[src/rtl/core_pkg.sv]
// Shared decode definitions for the in-order core: opcodes, ALU/shift
// sub-op encodings and the decoded-control bundle handed to execute.
package core_pkg;

    localparam logic [6:0] OPC_LOAD   = 7'b0000011;
    localparam logic [6:0] OPC_OP_IMM = 7'b0010011;
    localparam logic [6:0] OPC_AUIPC  = 7'b0010111;
    localparam logic [6:0] OPC_STORE  = 7'b0100011;
    localparam logic [6:0] OPC_OP     = 7'b0110011;
    localparam logic [6:0] OPC_LUI    = 7'b0110111;
    localparam logic [6:0] OPC_BRANCH = 7'b1100011;
    localparam logic [6:0] OPC_JALR   = 7'b1100111;
    localparam logic [6:0] OPC_JAL    = 7'b1101111;

    localparam logic [6:0] F7_STD = 7'b0000000;
    localparam logic [6:0] F7_ALT = 7'b0100000;
    localparam logic [6:0] F7_MDU = 7'b0000001;

    typedef enum logic [3:0] {
        ALU_ADD   = 4'd0,
        ALU_SUB   = 4'd1,
        ALU_SLT   = 4'd2,
        ALU_SLTU  = 4'd3,
        ALU_XOR   = 4'd4,
        ALU_OR    = 4'd5,
        ALU_AND   = 4'd6,
        ALU_PASSB = 4'd7,
        ALU_EQ    = 4'd8,
        ALU_NE    = 4'd9,
        ALU_LT    = 4'd10,
        ALU_GE    = 4'd11,
        ALU_LTU   = 4'd12,
        ALU_GEU   = 4'd13
    } alu_ctl_e;

    typedef enum logic [1:0] {
        SH_SLL = 2'd0,
        SH_SRL = 2'd1,
        SH_SRA = 2'd2
    } shift_ctl_e;

    typedef struct packed {
        logic       mem_op;
        logic       alu_op;
        logic       mdu_op;
        logic       shift_op;
        alu_ctl_e   alu_control;
        shift_ctl_e shift_control;
        logic       mdu_control;
        logic       rs1_use;
        logic       rs2_use;
        logic       rd_use;
        logic       imm_use;
        logic       is_branch;
        logic [31:0] imm;
        logic [4:0] rs1_value;
        logic [4:0] rs2_value;
        logic [4:0] rd_addr;
    } decode_t;

    // Non-shift arithmetic shares funct3 between OP and OP-IMM
    function automatic alu_ctl_e alu_from_f3(input logic [2:0] f3);
        alu_ctl_e c;
        c = ALU_ADD;
        case (f3)
            3'b010:  c = ALU_SLT;
            3'b011:  c = ALU_SLTU;
            3'b100:  c = ALU_XOR;
            3'b110:  c = ALU_OR;
            3'b111:  c = ALU_AND;
            default: c = ALU_ADD;
        endcase
        return c;
    endfunction

    function automatic alu_ctl_e cmp_from_f3(input logic [2:0] f3);
        alu_ctl_e c;
        c = ALU_EQ;
        case (f3)
            3'b001:  c = ALU_NE;
            3'b100:  c = ALU_LT;
            3'b101:  c = ALU_GE;
            3'b110:  c = ALU_LTU;
            3'b111:  c = ALU_GEU;
            default: c = ALU_EQ;
        endcase
        return c;
    endfunction

endpackage

[src/rtl/core_imm_gen.sv]
// Combinational immediate generator: picks the I/S/B/U/J format from the
// opcode and sign-extends from instr[31]; other formats yield 0.
module core_imm_gen
    import core_pkg::*;
(
    input  logic [31:0] instr,
    output logic [31:0] imm
);

    logic [6:0]  opcode;
    logic        s;
    logic [31:0] imm_i;
    logic [31:0] imm_s;
    logic [31:0] imm_b;
    logic [31:0] imm_u;
    logic [31:0] imm_j;

    assign opcode = instr[6:0];
    assign s      = instr[31];

    assign imm_i = {{20{s}}, instr[31:20]};
    assign imm_s = {{20{s}}, instr[31:25], instr[11:7]};
    assign imm_b = {{19{s}}, instr[31], instr[7],
                    instr[30:25], instr[11:8], 1'b0};
    assign imm_u = {instr[31:12], 12'b0};
    assign imm_j = {{11{s}}, instr[31], instr[19:12],
                    instr[20], instr[30:21], 1'b0};

    always_comb begin
        imm = 32'd0;
        case (opcode)
            OPC_LOAD,
            OPC_OP_IMM,
            OPC_JALR:   imm = imm_i;
            OPC_STORE:  imm = imm_s;
            OPC_BRANCH: imm = imm_b;
            OPC_LUI,
            OPC_AUIPC:  imm = imm_u;
            OPC_JAL:    imm = imm_j;
            default:    imm = 32'd0;
        endcase
    end

endmodule

[src/rtl/rv_core_decode_stage.sv]
// RV32I(M) decode stage: combinational decode into one registered bank.
// Define RV_MDU_EN to decode MUL/DIV (funct7=0000001) onto the MDU.
module rv_core_decode_stage
    import core_pkg::*;
(
    input  logic        clk,
    input  logic        rst,
    input  logic [31:0] instr,
    output logic        mem_op,
    output logic        alu_op,
    output logic        mdu_op,
    output logic        shift_op,
    output logic [3:0]  alu_control,
    output logic [1:0]  shift_control,
    output logic        mdu_control,
    output logic        rs1_use,
    output logic        rs2_use,
    output logic        rd_use,
    output logic        imm_use,
    output logic        is_branch,
    output logic [31:0] imm,
    output logic [4:0]  rs1_value,
    output logic [4:0]  rs2_value,
    output logic [4:0]  rd_addr
);

    logic [6:0]  opcode;
    logic [2:0]  f3;
    logic [6:0]  f7;
    logic [4:0]  rs1;
    logic [4:0]  rs2;
    logic [4:0]  rd;
    logic [31:0] imm_w;
    logic        is_op;
    logic        is_op_imm;
    logic        is_load;
    logic        is_store;
    logic        is_br;
    logic        is_jal;
    logic        is_jalr;
    logic        is_lui;
    logic        std7;
    logic        alt7;
    logic        any_unit;

    decode_t d;
    decode_t q;

    assign opcode = instr[6:0];
    assign f3     = instr[14:12];
    assign f7     = instr[31:25];
    assign rs1    = instr[19:15];
    assign rs2    = instr[24:20];
    assign rd     = instr[11:7];

    assign is_op     = opcode == OPC_OP;
    assign is_op_imm = opcode == OPC_OP_IMM;
    assign is_load   = opcode == OPC_LOAD;
    assign is_store  = opcode == OPC_STORE;
    assign is_br     = opcode == OPC_BRANCH;
    assign is_jal    = opcode == OPC_JAL;
    assign is_jalr   = opcode == OPC_JALR;
    assign is_lui    = opcode == OPC_LUI;

    assign std7 = f7 == F7_STD;
    assign alt7 = f7 == F7_ALT;

    core_imm_gen u_imm_gen (
        .instr (instr),
        .imm   (imm_w)
    );

    always_comb begin
        d = '0;
        unique case (1'b1)
            is_op, is_op_imm: begin
                d.rs1_use = 1'b1;
                d.rs2_use = is_op;
                d.imm_use = is_op_imm;
                d.rd_use  = 1'b1;
                case (f3)
                    3'b001: begin
                        if (std7) begin
                            d.shift_op      = 1'b1;
                            d.shift_control = SH_SLL;
                        end
                    end
                    3'b101: begin
                        if (std7) begin
                            d.shift_op      = 1'b1;
                            d.shift_control = SH_SRL;
                        end else if (alt7) begin
                            d.shift_op      = 1'b1;
                            d.shift_control = SH_SRA;
                        end
                    end
                    default: begin
                        if (is_op_imm || std7) begin
                            d.alu_op      = 1'b1;
                            d.alu_control = alu_from_f3(f3);
                        end else if (alt7 && f3 == 3'b000) begin
                            d.alu_op      = 1'b1;
                            d.alu_control = ALU_SUB;
                        end
                    end
                endcase
`ifdef RV_MDU_EN
                if (is_op && f7 == F7_MDU) begin
                    if (f3 == 3'b000) begin
                        d.mdu_op      = 1'b1;
                        d.mdu_control = 1'b0;
                    end else if (f3 == 3'b100) begin
                        d.mdu_op      = 1'b1;
                        d.mdu_control = 1'b1;
                    end
                end
`endif
            end
            is_load: begin
                d.mem_op  = f3 inside {3'b000, 3'b001, 3'b010,
                                       3'b100, 3'b101};
                d.rs1_use = 1'b1;
                d.imm_use = 1'b1;
                d.rd_use  = 1'b1;
            end
            is_store: begin
                d.mem_op  = f3 inside {3'b000, 3'b001, 3'b010};
                d.rs1_use = 1'b1;
                d.rs2_use = 1'b1;
                d.imm_use = 1'b1;
            end
            is_br: begin
                d.alu_op      = !(f3 inside {3'b010, 3'b011});
                d.is_branch   = 1'b1;
                d.alu_control = cmp_from_f3(f3);
                d.rs1_use     = 1'b1;
                d.rs2_use     = 1'b1;
            end
            is_jal: begin
                d.alu_op    = 1'b1;
                d.is_branch = 1'b1;
                d.rd_use    = 1'b1;
            end
            is_jalr: begin
                d.alu_op    = f3 == 3'b000;
                d.is_branch = 1'b1;
                d.rs1_use   = 1'b1;
                d.rd_use    = 1'b1;
            end
            is_lui: begin
                d.alu_op      = 1'b1;
                d.alu_control = ALU_PASSB;
                d.imm_use     = 1'b1;
                d.rd_use      = 1'b1;
            end
            default: d = '0;
        endcase

        // No unit claimed the instruction: collapse everything to a NOP
        any_unit = d.mem_op | d.alu_op | d.mdu_op | d.shift_op;
        if (!any_unit) begin
            d = '0;
        end else begin
            d.imm       = imm_w;
            d.rd_use    = d.rd_use && (rd != 5'd0);
            d.rs1_value = d.rs1_use ? rs1 : 5'd0;
            d.rs2_value = d.rs2_use ? rs2 : 5'd0;
            d.rd_addr   = d.rd_use ? rd : 5'd0;
        end
    end

    always_ff @(posedge clk or posedge rst) begin
        if (rst) begin
            q <= '0;
        end else begin
            q <= d;
        end
    end

    assign mem_op        = q.mem_op;
    assign alu_op        = q.alu_op;
    assign mdu_op        = q.mdu_op;
    assign shift_op      = q.shift_op;
    assign alu_control   = q.alu_control;
    assign shift_control = q.shift_control;
    assign mdu_control   = q.mdu_control;
    assign rs1_use       = q.rs1_use;
    assign rs2_use       = q.rs2_use;
    assign rd_use        = q.rd_use;
    assign imm_use       = q.imm_use;
    assign is_branch     = q.is_branch;
    assign imm           = q.imm;
    assign rs1_value     = q.rs1_value;
    assign rs2_value     = q.rs2_value;
    assign rd_addr       = q.rd_addr;

endmodule

[config.mk]
export PLATFORM = sky130hd
export DESIGN_NAME = rv_core_decode_stage
export DESIGN_NICKNAME = d
export VERILOG_FILES = /design/src/rtl/core_pkg.sv /design/src/rtl/core_imm_gen.sv /design/src/rtl/rv_core_decode_stage.sv
export SDC_FILE = /design/constraint.sdc
export NUM_CORES = 1
export LEC_CHECK = 0
export ABC_AREA = 1
export BUFFER_PORTS_ARGS = -buffer_cell sky130_fd_sc_hd__buf_2
export CAP_MARGIN = 20
export CORE_MARGIN = 2
export CORE_UTILIZATION = 51
export CTS_CLUSTER_SIZE = 10
export DETAILED_ROUTE_END_ITERATION = 10
export HOLD_SLACK_MARGIN = 0.02
export PLACE_DENSITY = 0.8
export SYNTH_ARGS = -nofsm -noshare
export SYNTH_HDL_FRONTEND = slang
export SYNTH_SLANG_ARGS = --single-unit
[constraint.sdc]
create_clock -name clk -period 2.4 [get_ports clk]
set_clock_uncertainty 0.15 [all_clocks]
set_input_delay 0.48 -clock clk [delete_from_list [all_inputs] [get_ports clk]]
set_output_delay 0.48 -clock clk [all_outputs]
set_load 0.05 [all_outputs]
# Yosys cells after proc, flatten, opt, wreduce, memory -nomap -nowiden
# Index checks and enable logic that the tools add are counted.
dict set report word_totals {
  out_inout_bits 63
  inputBits 34
  reg_bits 63
}
dict set report classes {
  bitwise_logic 2
  eq_ne 17
  n_reduce_logical 20
  muxes 33
}
# operator n
set ops {}
lappend ops {{one-hot mux 32 bit (5 select lines)} 1}
lappend ops {{two-way mux 47 bit} 1}
lappend ops {{one-hot mux 3 bit (5 select lines)} 2}
lappend ops {{== test 7 x 6 -> 1 bit, second input constant} 4}
lappend ops {{== test 7 bit, second input constant} 3}
lappend ops {{two-way mux 5 bit} 3}
lappend ops {{== test 7 x 5 -> 1 bit, second input constant} 2}
lappend ops {{two-way mux 13 bit} 1}
lappend ops {{== test 3 bit, second input constant} 4}
lappend ops {{two-way mux 1 bit} 12}
lappend ops {{one-hot mux 4 bit (3 select lines)} 1}
lappend ops {{OR reduction 6 bit} 2}
lappend ops {{two-way mux 2 bit} 5}
lappend ops {{nonzero test 5 bit} 2}
lappend ops {{OR reduction 2 bit} 5}
lappend ops {{OR reduction 3 bit} 3}
lappend ops {{two-way mux 4 bit} 2}
lappend ops {{one-hot mux 1 bit (2 select lines)} 4}
lappend ops {{== test 7 x 2 -> 1 bit, second input constant} 1}
lappend ops {{zero test 7 bit} 1}
lappend ops {{== test 3 x 2 -> 1 bit, second input constant} 2}
lappend ops {{one-hot mux 1 bit (4 select lines)} 1}
lappend ops {{== test 3 x 1 -> 1 bit, second input constant} 1}
lappend ops {{zero test 3 bit} 1}
lappend ops {{other kinds (6)} 8}

# Logic depth before layout (Yosys ltp)
dict set report depth {
  ltp_word 9
  mapped_depth 11
  ltp_nobuf 10
}

# Hierarchy
# From an unflattened synthesis, not the netlist that was laid out.
dict set report hier_totals {
  cells_unflattened 431
  area_unflattened_um2 3717.3
}
# mod seq_area_each_um2 instances area_each_um2 cells_per_inst
set by_module_without_submodules {}
lappend by_module_without_submodules {rv_core_decode_stage 1526.5 1 2957.8 268}
lappend by_module_without_submodules {core_imm_gen 0.0 1 759.5 163}

# Worst setup path after synthesis
# No wires, ideal clock.
dict set report synth_path {
  kind {input-to-reg}
  startpoint {input port instr[1]}
  endpoint {register q, in the netlist imm[10]}
  cell_stages 11
  path_slack_ns 0.658
  n_path_buf 1
  setup_time_ns 0.122
  required_ns 2.128
  arrival_time_ns 1.469
  cell_sequence {nand2_2 > inv_1 > nand2_2 > nor2_1 > nor2_1 > nand2_1 > nand2_1 > nand2_2 > nor2_8 > buf_6 > nor2_2}
}
# element line
set synth_rtl {}
lappend synth_rtl {{from (decl)} rv_core_decode_stage.sv:8} ;# input logic [31:0] instr,
lappend synth_rtl {{to (signal assigned)} rv_core_decode_stage.sv:174} ;# q <= '0;
lappend synth_rtl {{to (signal assigned)} rv_core_decode_stage.sv:176} ;# q <= d;
lappend synth_rtl {{to (decl)} rv_core_decode_stage.sv:47} ;# decode_t q;

==> results_dict.tcl <==
set metrics [dict create \
    grt_start_max_net_pins 53 \
    postCtsHoldBufs 0 \
    cp_data_arrival_time_ns 2.07 \
    startpoint "instr[4]" \
    crit_path_end_kind "flop" \
    area_growth_pct 27.0 \
    grt_antenna_before_repair 0 \
    grt_pass1_vias 2842 \
    path_class "input port to flop" \
    mappedNetlistArea_um2 3090 \
    vias 2815 \
    p_leak_nw 2.24 \
    finalCritPeriodShare_pct 85.3 \
    first_pass_iters 5 \
    slowest_stage "nor2_8" \
    die_w_um 81.8 \
    p_per_area_nw_per_um2 559 \
    ant_nets 0 \
    hpwlAfterDp_um 5800 \
    fin_hold_ws_ns 0.0159 \
    setup_violations 0 \
    final_util_pct 66.6 \
    fmax_mhz 488 \
    clock-root-buffer "clkbuf_8" \
    netlist_top_cells_area "dfrtp_1 (49%), nand2_1 (8.6%), nor2_2 (8.5%)" \
    cts_tree "built" \
    layout.cells.non_filler 586 \
    cap_viol_max_count 0 \
    period_minus_slack_ns 2.05 \
    design_area_um2 3920 \
    gp_congestion 0.937 \
    postCtsSetupBuffers 0 \
    drt_iter0_drc 163 \
    maxSlewHeadroom_pct 37.2 \
    grt_pass1_wl_um 12900 \
    cp_common_cell "nor2_1" \
    synth.ff_latch_count 61 \
    start_util_pct 52.5 \
    coreArea_um2 5890 \
    slew_viol_final 0 \
    cts_resized 0 \
    setup_slack_ns 0.352 \
    required_ns 2.42 \
    clock-sinks 61 \
    dp_cells 571 \
    cts_buffers 9 \
    wl_um 7770 \
    cts_buffer_depth 2 \
    yosys_warnings 0 \
    avgSynthCellArea_um2 7.86 \
    yosysTopAreaCellShare_pct 49.4 \
    final.setup.tns_ns 0 \
    wl_per_cell_um 13.3 \
    drive_gt1_share_pct 36.6 \
    cts.clk_slew.worst_paths_ns 0.07 \
    post_dp_cell_area_um2 3720 \
    dp_slack_ns 0.0134 \
    ys_seq_area_share_pct 49.4 \
    htreeDepth 3 \
    ys_types 27 \
    via_per_inst 4.80 \
    antenna_cells 0 \
    finalPower_mw 2.19 \
    crit_fanout 52 \
    globalRoute.totalOverflow 0 \
    hold_viol 0 \
    die-area_um2 6700 \
    hp-class "input port to async pin" \
    syn_inst 393 \
    path_cells "buf_2, inv_2, nor2_2, nand3_1, nand2_1, nor2_1, nand2_2, nor2_8, nor2_1" \
    tightest_slew_ns 0.942 \
    fin_nets 541 \
    rsz0062_at_grt "false" \
    slowest_delay_ns 0.71 \
    outcome "completed" \
    peakVddDrop_uv 354 \
    port_buffers 94 \
    die_h_um 81.8 \
    worstSetupStartpointType "input port" \
    grt_usage_pct 25.7 \
    rows 28 \
    ios 97 \
    drc 0 \
    synth_top_area_cell "dfrtp_1" \
]
sequential cells by signal, indices dropped and copies added (netlist names):
signal,cells
shift_op,1
mem_op,1
rs1_value,5
alu_op,1
rd_use,1
is_branch,1
alu_control,4
imm,32
imm_use,1
rs1_use,1
rs2_use,1
rs2_value,5
rd_addr,5
shift_control,2
worst max-delay path: cells and delay by family:
| kind | cells | cell delay [ns] |
|---|---|---|
| buffers and inverters | 2 | 0.19 |
| and+or+nand+nor | 7 | 1.37 |
cell usage in the layout (no fill, tap or decap):
| master | synthesis | layout |
|---|---|---|
| nand2_2 | 5 | 5 |
| nor2_1 | 66 | 66 |
| inv_2 | 4 | 5 |
| and2_1 | 1 | 1 |
| o311ai_0 | 1 | 1 |
| o2111ai_1 | 1 | 1 |
| clkbuf_1 | 1 | 2 |
| nor2_4 | 2 | 2 |
| nand3_1 | 31 | 31 |
| bufinv_16 | 0 | 2 |
| dfrtp_1 | 61 | 61 |
| o211ai_1 | 1 | 1 |
| buf_4 | 3 | 23 |
| nor3_1 | 2 | 2 |
| nor2_8 | 1 | 1 |
| clkinv_1 | 1 | 1 |
| o21ai_2 | 1 | 1 |
| nor2_2 | 42 | 42 |
| conb_1 | 1 | 2 |
| clkbuf_8 | 0 | 9 |
| clkinv_4 | 0 | 1 |
| a211oi_1 | 1 | 1 |
| inv_1 | 55 | 54 |
| nand3_2 | 1 | 1 |
| buf_2 | 6 | 94 |
| o21ai_0 | 18 | 18 |
| a21oi_1 | 10 | 10 |
| clkinv_2 | 0 | 1 |
| a21boi_0 | 1 | 1 |
| nand2_1 | 71 | 71 |
power by group:
part	internal [mW]	total, mW	switching, mW
registers	1.03	1.03	0.000438
logic	0.0545	0.184	0.130
clock network	0.580	0.978	0.398
total	1.66	2.19	0.528
kinds of logic (layout without fill, tap and decap cells):
family          Yosys count  after routing  share of synthesized area [%]
simple gates            222            222                           33.4
flops                    61             61                           49.4
buf+inv                  75            192                           10.9
other cells               1              2                          0.121
compound gates           34             34                           6.12
cell usage after synthesis, drive strengths merged:
library cell	number
nor2	111
o211ai	1
buf	14
nand2	76
a21boi	1
nand3	32
o311ai	1
o2111ai	1
clkbuf	1
a21oi	10
o21ai	19
dfrtp	61
nor3	2
inv	59
conb	1
and2	1
a211oi	1
clkinv	1
routing by layer:
layer	part of all wire, %	global-route usage, %	up-vias
li1	-	-	1411
met1	43	32.4	1293
met2	49	42.8	94
met3	5.3	4.40	17
met4	2.6	12.8	0
met5	0	0	-
worst paths after layout:
path                                           to  slack (ns)
max in group asynchronous  rs1_value[3]$_DFF_PP0_        1.39
min in group clk             rd_addr[4]$_DFF_PP0_        0.24
hold / removal                  imm[21]$_DFF_PP0_        0.02
setup / recovery           rs1_value[4]$_DFF_PP0_        0.35
cell type report:
cell class                 count  area, µm²
clock inverter                 4       73.8
fill                         507       1960
clock buffer                  11        131
inverter                      60        225
sequential                    61       1530
tap                           75       93.8
timing repair buffer         117        643
multi-input combinational    258       1230
No activity file was read; power rests on OpenSTA's default activity.
